`src/rtl/v2_deque_client_arbiter_pkg.sv`:
```
// ----------------------------------------------------------------------------
// v2_deque_client_arbiter_pkg
//   Shared definitions for the deque client arbiter: controller op codes,
//   response status codes, arbiter FSM states and a small op-class helper.
// ----------------------------------------------------------------------------
package v2_deque_client_arbiter_pkg;

   // Controller op codes; all four 2-bit values are meaningful.
   typedef enum logic [1:0] {
      DQ_OP_ENQ_BACK  = 2'b00,
      DQ_OP_ENQ_FRONT = 2'b01,
      DQ_OP_DEQ_BACK  = 2'b10,
      DQ_OP_DEQ_FRONT = 2'b11
   } dq_op_e;

   // Response status returned to the client with every op.
   typedef enum logic [1:0] {
      DQ_ERR_NONE    = 2'd0,
      DQ_ERR_FULL    = 2'd1,
      DQ_ERR_EMPTY   = 2'd2,
      DQ_ERR_TIMEOUT = 2'd3
   } dq_err_e;

   // Arbiter FSM states.
   typedef enum logic [1:0] {
      ST_IDLE  = 2'd0,
      ST_ISSUE = 2'd1,
      ST_WAIT  = 2'd2,
      ST_RESP  = 2'd3
   } dq_state_e;

   // True for the two enqueue op codes.
   function automatic logic op_is_enq(input dq_op_e op);
      return (op == DQ_OP_ENQ_BACK) || (op == DQ_OP_ENQ_FRONT);
   endfunction

endpackage

```
`src/rtl/v2_deque_client_arbiter_rr.sv`:
```
// ----------------------------------------------------------------------------
// v2_rr_arbiter
//   Combinational round-robin pick: the first requesting client at or after
//   rr_ptr, wrapping around.
//   req        in   [p_nclients]  request vector
//   rr_ptr     in   [p_idwidth]   highest-priority index
//   grant      out  [p_nclients]  one-hot grant (zero when nothing requests)
//   grant_idx  out  [p_idwidth]   index of the granted client
//   grant_val  out  1             some client is granted
// ----------------------------------------------------------------------------
module v2_rr_arbiter #(
   parameter int p_nclients = 4,
   parameter int p_idwidth  = $clog2(p_nclients)
) (
   input  logic [p_nclients-1:0] req,
   input  logic [p_idwidth-1:0]  rr_ptr,
   output logic [p_nclients-1:0] grant,
   output logic [p_idwidth-1:0]  grant_idx,
   output logic                  grant_val
);

   localparam logic [p_idwidth:0]    N_EXT   = (p_idwidth+1)'(p_nclients);
   localparam logic [p_nclients-1:0] ONE_LSB = p_nclients'(1);

   logic [p_idwidth:0]   sum_s;
   logic [p_idwidth-1:0] idx_s;

   // Scan offsets from the farthest to the nearest so the nearest requester
   // from rr_ptr is the last one written and therefore wins.
   always_comb begin
      sum_s     = '0;
      idx_s     = '0;
      grant_idx = '0;
      grant_val = 1'b0;
      for (int k = p_nclients - 1; k >= 0; k--) begin
         sum_s     = {1'b0, rr_ptr} + (p_idwidth+1)'(k);
         idx_s     = (sum_s >= N_EXT) ? p_idwidth'(sum_s - N_EXT) : p_idwidth'(sum_s);
         grant_idx = req[idx_s] ? idx_s : grant_idx;
         grant_val = grant_val | req[idx_s];
      end
      grant = grant_val ? (ONE_LSB << grant_idx) : '0;
   end

endmodule

```
`src/rtl/v2_deque_client_arbiter.sv`:
```
// ----------------------------------------------------------------------------
// v2_deque_client_arbiter
//   Shares one deque controller between p_nclients requesters. One op is in
//   flight at a time: grant -> single-cycle controller req -> wait for the
//   matching cpl (or time out) -> hold the response until the client takes it.
//   Occupancy is mirrored locally so full/empty ops are rejected without
//   touching the controller.
//   clk, rst                 clock, async active-high reset
//   cli_req_val/rdy/op/data  per-client op request (rdy is a one-hot grant)
//   cli_resp_val/rdy         per-client response handshake (val one-hot)
//   cli_resp_data/err        shared response payload and status
//   *_req / *_cpl            controller op strobes and completions
//   enq_data                 data for either enqueue op
//   deq_back/front_data      controller dequeue results
//   count                    mirrored occupancy
// ----------------------------------------------------------------------------
module v2_deque_client_arbiter
   import v2_deque_client_arbiter_pkg::*;
#(
   parameter int p_nclients = 4,
   parameter int p_depth    = 32,
   parameter int p_bitwidth = 32,
   parameter int p_timeout  = 8,
   parameter int p_idwidth  = $clog2(p_nclients)
) (
   input  logic                                  clk,
   input  logic                                  rst,
   input  logic [p_nclients-1:0]                 cli_req_val,
   output logic [p_nclients-1:0]                 cli_req_rdy,
   input  logic [p_nclients-1:0][1:0]            cli_req_op,
   input  logic [p_nclients-1:0][p_bitwidth-1:0] cli_req_data,
   output logic [p_nclients-1:0]                 cli_resp_val,
   input  logic [p_nclients-1:0]                 cli_resp_rdy,
   output logic [p_bitwidth-1:0]                 cli_resp_data,
   output logic [1:0]                            cli_resp_err,
   output logic                                  enq_back_req,
   output logic                                  enq_front_req,
   output logic                                  deq_back_req,
   output logic                                  deq_front_req,
   input  logic                                  enq_back_cpl,
   input  logic                                  enq_front_cpl,
   input  logic                                  deq_back_cpl,
   input  logic                                  deq_front_cpl,
   output logic [p_bitwidth-1:0]                 enq_data,
   input  logic [p_bitwidth-1:0]                 deq_back_data,
   input  logic [p_bitwidth-1:0]                 deq_front_data,
   output logic [$clog2(p_depth+1)-1:0]          count
);

   localparam int CW = $clog2(p_depth + 1);
   localparam int TW = $clog2(p_timeout);
   localparam logic [CW-1:0]         CNT_FULL = CW'(p_depth);
   localparam logic [TW-1:0]         TMR_LAST = TW'(p_timeout - 1);
   localparam logic [p_idwidth-1:0]  ID_LAST  = p_idwidth'(p_nclients - 1);
   localparam logic [p_nclients-1:0] ONE_LSB  = p_nclients'(1);

   dq_state_e                 state_q,     state_d;
   logic [p_idwidth-1:0]      rr_ptr_q,    rr_ptr_d;
   logic [p_idwidth-1:0]      id_q,        id_d;
   dq_op_e                    op_q,        op_d;
   logic [p_bitwidth-1:0]     data_q,      data_d;
   logic [CW-1:0]             count_q,     count_d;
   logic [TW-1:0]             timer_q,     timer_d;
   logic [3:0]                req_q,       req_d;
   logic [p_nclients-1:0]     resp_val_q,  resp_val_d;
   logic [p_bitwidth-1:0]     resp_data_q, resp_data_d;
   dq_err_e                   resp_err_q,  resp_err_d;

   logic [p_nclients-1:0]     grant_s;
   logic [p_idwidth-1:0]      grant_idx_s;
   logic                      grant_val_s;
   logic [3:0]                cpl_s;

   v2_rr_arbiter #(
      .p_nclients (p_nclients),
      .p_idwidth  (p_idwidth)
   ) u_rr (
      .req       (cli_req_val),
      .rr_ptr    (rr_ptr_q),
      .grant     (grant_s),
      .grant_idx (grant_idx_s),
      .grant_val (grant_val_s)
   );

   // Completion and strobe vectors are both indexed by the op code.
   assign cpl_s         = {deq_front_cpl, deq_back_cpl, enq_front_cpl, enq_back_cpl};
   assign enq_back_req  = req_q[0];
   assign enq_front_req = req_q[1];
   assign deq_back_req  = req_q[2];
   assign deq_front_req = req_q[3];

   // Grant is only offered while idle; held low during reset as well.
   assign cli_req_rdy   = ((state_q == ST_IDLE) && !rst) ? grant_s : '0;
   assign cli_resp_val  = resp_val_q;
   assign cli_resp_data = resp_data_q;
   assign cli_resp_err  = resp_err_q;
   assign enq_data      = data_q;
   assign count         = count_q;

   // Next-state and next-output computation for the op sequencer.
   always_comb begin
      state_d     = state_q;
      rr_ptr_d    = rr_ptr_q;
      id_d        = id_q;
      op_d        = op_q;
      data_d      = data_q;
      count_d     = count_q;
      timer_d     = timer_q;
      req_d       = 4'b0000;
      resp_val_d  = resp_val_q;
      resp_data_d = resp_data_q;
      resp_err_d  = resp_err_q;
      case (state_q)
         ST_IDLE: begin
            if (grant_val_s) begin
               id_d   = grant_idx_s;
               op_d   = dq_op_e'(cli_req_op[grant_idx_s]);
               data_d = cli_req_data[grant_idx_s];
               if (op_is_enq(op_d) && (count_q == CNT_FULL)) begin
                  state_d     = ST_RESP;
                  resp_val_d  = grant_s;
                  resp_data_d = '0;
                  resp_err_d  = DQ_ERR_FULL;
               end else if (!op_is_enq(op_d) && (count_q == '0)) begin
                  state_d     = ST_RESP;
                  resp_val_d  = grant_s;
                  resp_data_d = '0;
                  resp_err_d  = DQ_ERR_EMPTY;
               end else begin
                  // The strobe is registered, so it lives exactly in ISSUE.
                  state_d = ST_ISSUE;
                  req_d   = 4'b0001 << op_d;
               end
            end else begin
               state_d = ST_IDLE;
            end
         end
         ST_ISSUE: begin
            state_d = ST_WAIT;
            timer_d = '0;
         end
         ST_WAIT: begin
            if (cpl_s[op_q]) begin
               state_d    = ST_RESP;
               resp_val_d = ONE_LSB << id_q;
               resp_err_d = DQ_ERR_NONE;
               if (op_is_enq(op_q)) begin
                  resp_data_d = '0;
                  count_d     = (count_q != CNT_FULL) ? count_q + CW'(1) : count_q;
               end else begin
                  resp_data_d = (op_q == DQ_OP_DEQ_BACK) ? deq_back_data : deq_front_data;
                  count_d     = (count_q != '0) ? count_q - CW'(1) : count_q;
               end
            end else if (timer_q == TMR_LAST) begin
               // Op is considered lost; occupancy is left untouched.
               state_d     = ST_RESP;
               resp_val_d  = ONE_LSB << id_q;
               resp_data_d = '0;
               resp_err_d  = DQ_ERR_TIMEOUT;
            end else begin
               timer_d = timer_q + TW'(1);
            end
         end
         ST_RESP: begin
            if (cli_resp_rdy[id_q]) begin
               state_d     = ST_IDLE;
               resp_val_d  = '0;
               resp_data_d = '0;
               resp_err_d  = DQ_ERR_NONE;
               rr_ptr_d    = (id_q == ID_LAST) ? '0 : id_q + p_idwidth'(1);
            end else begin
               state_d = ST_RESP;
            end
         end
         default: begin
            state_d    = ST_IDLE;
            resp_val_d = '0;
         end
      endcase
   end

   // State and registered-output flops.
   always_ff @(posedge clk or posedge rst) begin
      if (rst) begin
         state_q     <= ST_IDLE;
         rr_ptr_q    <= '0;
         id_q        <= '0;
         op_q        <= DQ_OP_ENQ_BACK;
         data_q      <= '0;
         count_q     <= '0;
         timer_q     <= '0;
         req_q       <= 4'b0000;
         resp_val_q  <= '0;
         resp_data_q <= '0;
         resp_err_q  <= DQ_ERR_NONE;
      end else begin
         state_q     <= state_d;
         rr_ptr_q    <= rr_ptr_d;
         id_q        <= id_d;
         op_q        <= op_d;
         data_q      <= data_d;
         count_q     <= count_d;
         timer_q     <= timer_d;
         req_q       <= req_d;
         resp_val_q  <= resp_val_d;
         resp_data_q <= resp_data_d;
         resp_err_q  <= resp_err_d;
      end
   end

endmodule

```
`config.mk`:
```
export PLATFORM = sky130hd
export DESIGN_NAME = v2_deque_client_arbiter
export DESIGN_NICKNAME = d
export VERILOG_FILES = /design/src/rtl/v2_deque_client_arbiter_pkg.sv /design/src/rtl/v2_deque_client_arbiter_rr.sv /design/src/rtl/v2_deque_client_arbiter.sv
export SDC_FILE = /design/constraint.sdc
export NUM_CORES = 1
export LEC_CHECK = 0
export ABC_AREA = 1
export BUFFER_PORTS_ARGS = -buffer_cell sky130_fd_sc_hd__buf_2
export CORE_MARGIN = 2
export CORE_UTILIZATION = 44
export DETAILED_ROUTE_END_ITERATION = 10
export GPL_ROUTABILITY_DRIVEN = 1
export PLACE_DENSITY_LB_ADDON = 0.08
export SYNTH_ARGS = -nofsm -noshare
export SYNTH_HDL_FRONTEND = slang
export SYNTH_SLANG_ARGS = --single-unit
export TNS_END_PERCENT = 30
```
`constraint.sdc`:
```
create_clock -name clk -period 5.43 [get_ports clk]
set_input_delay 1.086 -clock clk [delete_from_list [all_inputs] [get_ports clk]]
set_output_delay 1.086 -clock clk [all_outputs]
set_load 0.02 [all_outputs]
```
==> summary.txt <==
STA
  – Clk_skew: 7.01 ps
  – RSZ-0062 raised after global routing: no
  – Max Slew Vio Count: 0
  – Setup violations, final: 0
  – Slew HR: 0.219
  – Final Hold Viols: 0
  – Fmax: 267 MHz
  – Period utilisation layout: 0.690
  – Period minus WS final: 3750 ps
  – Worst Tran Pin Value: 1170 ps
  – Setup TNS: 0 ps
  – Worst hold slack: 472 ps

Detailed routing
  – Routed WL: 17700 microns
  – WL per Instance: 15.7 microns
  – DR DRC count: 0
  – Post-route ant nets: 0
  – Drt first pass iters: 4
  – Vias per cell: 5.06
  – 1st-iter DRT viols: 302
  – Routed via count: 5673

Synthesis
  – Synth top area cells: dfrtp_1 (42%), nand2_1 (18%), o211ai_1 (4.5%), nand3_1 (4.0%), or2_2 (3.7%)
  – Post-synthesis sequential area ratio: 0.424
  – Syn Nets: 920
  – Synth warn: 0
  – Yosys top cell area share: 0.424
  – Distinct cells, synth: 37
  – Post-synth top area cell: dfrtp_1
  – Mapped Area: 5370 sq um
  – Post-Syn Instances: 695
  – Mapped Avg Cell Area: 7.73 sq um
  – #FFs+latches synth: 91

Clocking
  – Deepest clock path buffer count: 2
  – CTS Root Cell: clkbuf_16
  – TritonCTS clock tree: done
  – Cts-stage hold buffer count: 0
  – Total CTS buffers: 9
  – CTS H-tree depth: 3
  – Clk sinks: 91
  – Clk pin slew, worst setup/hold paths: 60 ps
  – Worst skew pair latency: 340 ps
  – Post-CTS Setup Bufs: 0
  – Post_cts resized: 0

Finish
  – Diodes inserted: 0
  – Fin cells: 1122
  – Final nets: 1195
  – Most common cell after layout, fill and taps aside: buf_2
  – Commonest non-fill, non-tap cells in the layout: buf_2 (297), nand2_1 (254), dfrtp_1 (91)
  – Fraction of layout cells with a size suffix above 1: 0.394
  – Area delta synth->final: 33.5%

Global routing
  – Grt total ovfl: 0
  – Global-route usage over all layers: 0.266
  – Pin count of the biggest net entering global routing: 61
  – Number of global-route vias before repair: 5240
  – Initial antenna violation count: 0
  – First-pass GRT wire length: 27100 microns

Placement
  – Post-DP HPWL: 13300 microns
  – IO buf count: 297
  – Cells after DPL: 1106
  – GPL Wtd Cong: 0.865

Worst setup path
  – Critical Setup Path Class: primary input to output port
  – Data arrival, critical path: 2660 ps
  – Startpoint Class: primary input
  – Critical Path RT: 4340 ps
  – CP Capture Type: output port
  – Crit Path Max Fanout: 3

Power
  – Power density of the placed cells: 700 nW/um^2
  – Static Leak: 3.97 nW
  – Peak supply drop: 0.000467 V

Die
  – Die width: 115 microns
  – Rows: 40
  – Die Span Y: 115 microns
  – Die ar.: 13100 sq um
  – Starting Density: 0.449
  – Core Area: 12000 sq um
  – Boundary Pins: 298

Outcome
  – Status: complete, no violations

Job
  – Max-cap viol count: 0

Hold path
  – Hold Crit Class: register to register
-- cell usage after synthesis, drive strengths merged --
master and n:
a21oi 10, a22o 1, a22oi 15, a31oi 9, a32o 1, a32oi 1, a41oi 4, buf 25
clkbuf 15, clkinv 1, dfrtp 91, fa 1, ha 10, inv 36, nand2 267, nand3 58
nand4 22, nor2 30, nor3 2, nor4 2, o211ai 32, o21a 1, o21ai 21, o22ai 1
or2 32, xnor2 5, xor2 2
-- worst max-delay path, stage by stage --
cell and delay (ps):
buf_2 90, inv_1 80, o21ai_1 90, nand2_1 120, nand2_1 80, nor4_1 690
inv_1 90, nand2_1 120, nor2_1 60, buf_2 160
-- power by group --
group          switching, mW  internal, mW
clock                  0.256         0.322
combinational           2.19          1.02
sequential             0.226          1.00
-- path summary, 6_finish.rpt --
| check | startpoint | endpoint | slack, ps | depth (start not counted) |
|---|---|---|---|---|
| min in group asynchronous | rst | cli_resp_data[14] | 740 | 2 |
| max | cli_req_val[3] | cli_req_rdy[0] | 1680 | 10 |
| min reg2reg | enq_data[13] | enq_data[13] | 470 | 2 |
| max reg2reg | rr_ptr_q[0] | req_q[1] | 2390 | 14 |
| max in group asynchronous | rst | cli_resp_data[16] | 3580 | 3 |
| min | enq_data[13] | enq_data[13] | 470 | 2 |
-- kinds of logic (layout without fill, tap and decap cells) --
| family | Yosys count | after routing | share of synthesized area |
|---|---|---|---|
| AND/OR/NAND/NOR | 413 | 413 | 0.354 |
| XOR/XNOR | 7 | 7 | 0.0114 |
| flip-flops | 91 | 91 | 0.424 |
| AO/OA/AOI/OAI | 96 | 96 | 0.119 |
| adder cells (fa/ha/maj) | 11 | 11 | 0.0270 |
| buffers and inverters | 77 | 357 | 0.0643 |
-- registers in the layout, indices dropped and copies added, names as in the netlist --
signal	cells
cli_resp_data	32
cli_resp_err	2
cli_resp_val	4
count	6
enq_data	32
id_q	2
op_q	2
req_q	4
rr_ptr_q	2
state_q	2
timer_q	3
-- layer usage --
layer	global-route usage	part of all wire	vias to the layer above
li1	-	-	2857
met1	0.348	0.43	2585
met3	0.0439	0.063	22
met2	0.446	0.49	209
met5	0	0	-
met4	0.0951	0.017	0
-- cell type report --
cell class / instances / area [sq um]
inverter: 37 / 141
multi-input combinational: 527 / 2760
timing repair buffer: 304 / 1540
clock buffer: 12 / 246
fill: 1190 / 4790
clock inverter: 4 / 26.3
sequential: 91 / 2280
tap: 147 / 184
-- through the flow --
step                 util  power [mW]  cell area, sq um  setup slack, ps
detailed placement  0.577        4.46              6900             1730
floorplan               -        3.58              5370              608
finish              0.600        5.02              7170             1680
global route        0.600        5.48              7170             1520
CTS                 0.600        5.05              7170             1730
global placement    0.577        4.43              6900             1820
Power figures use the tool's default switching activity.
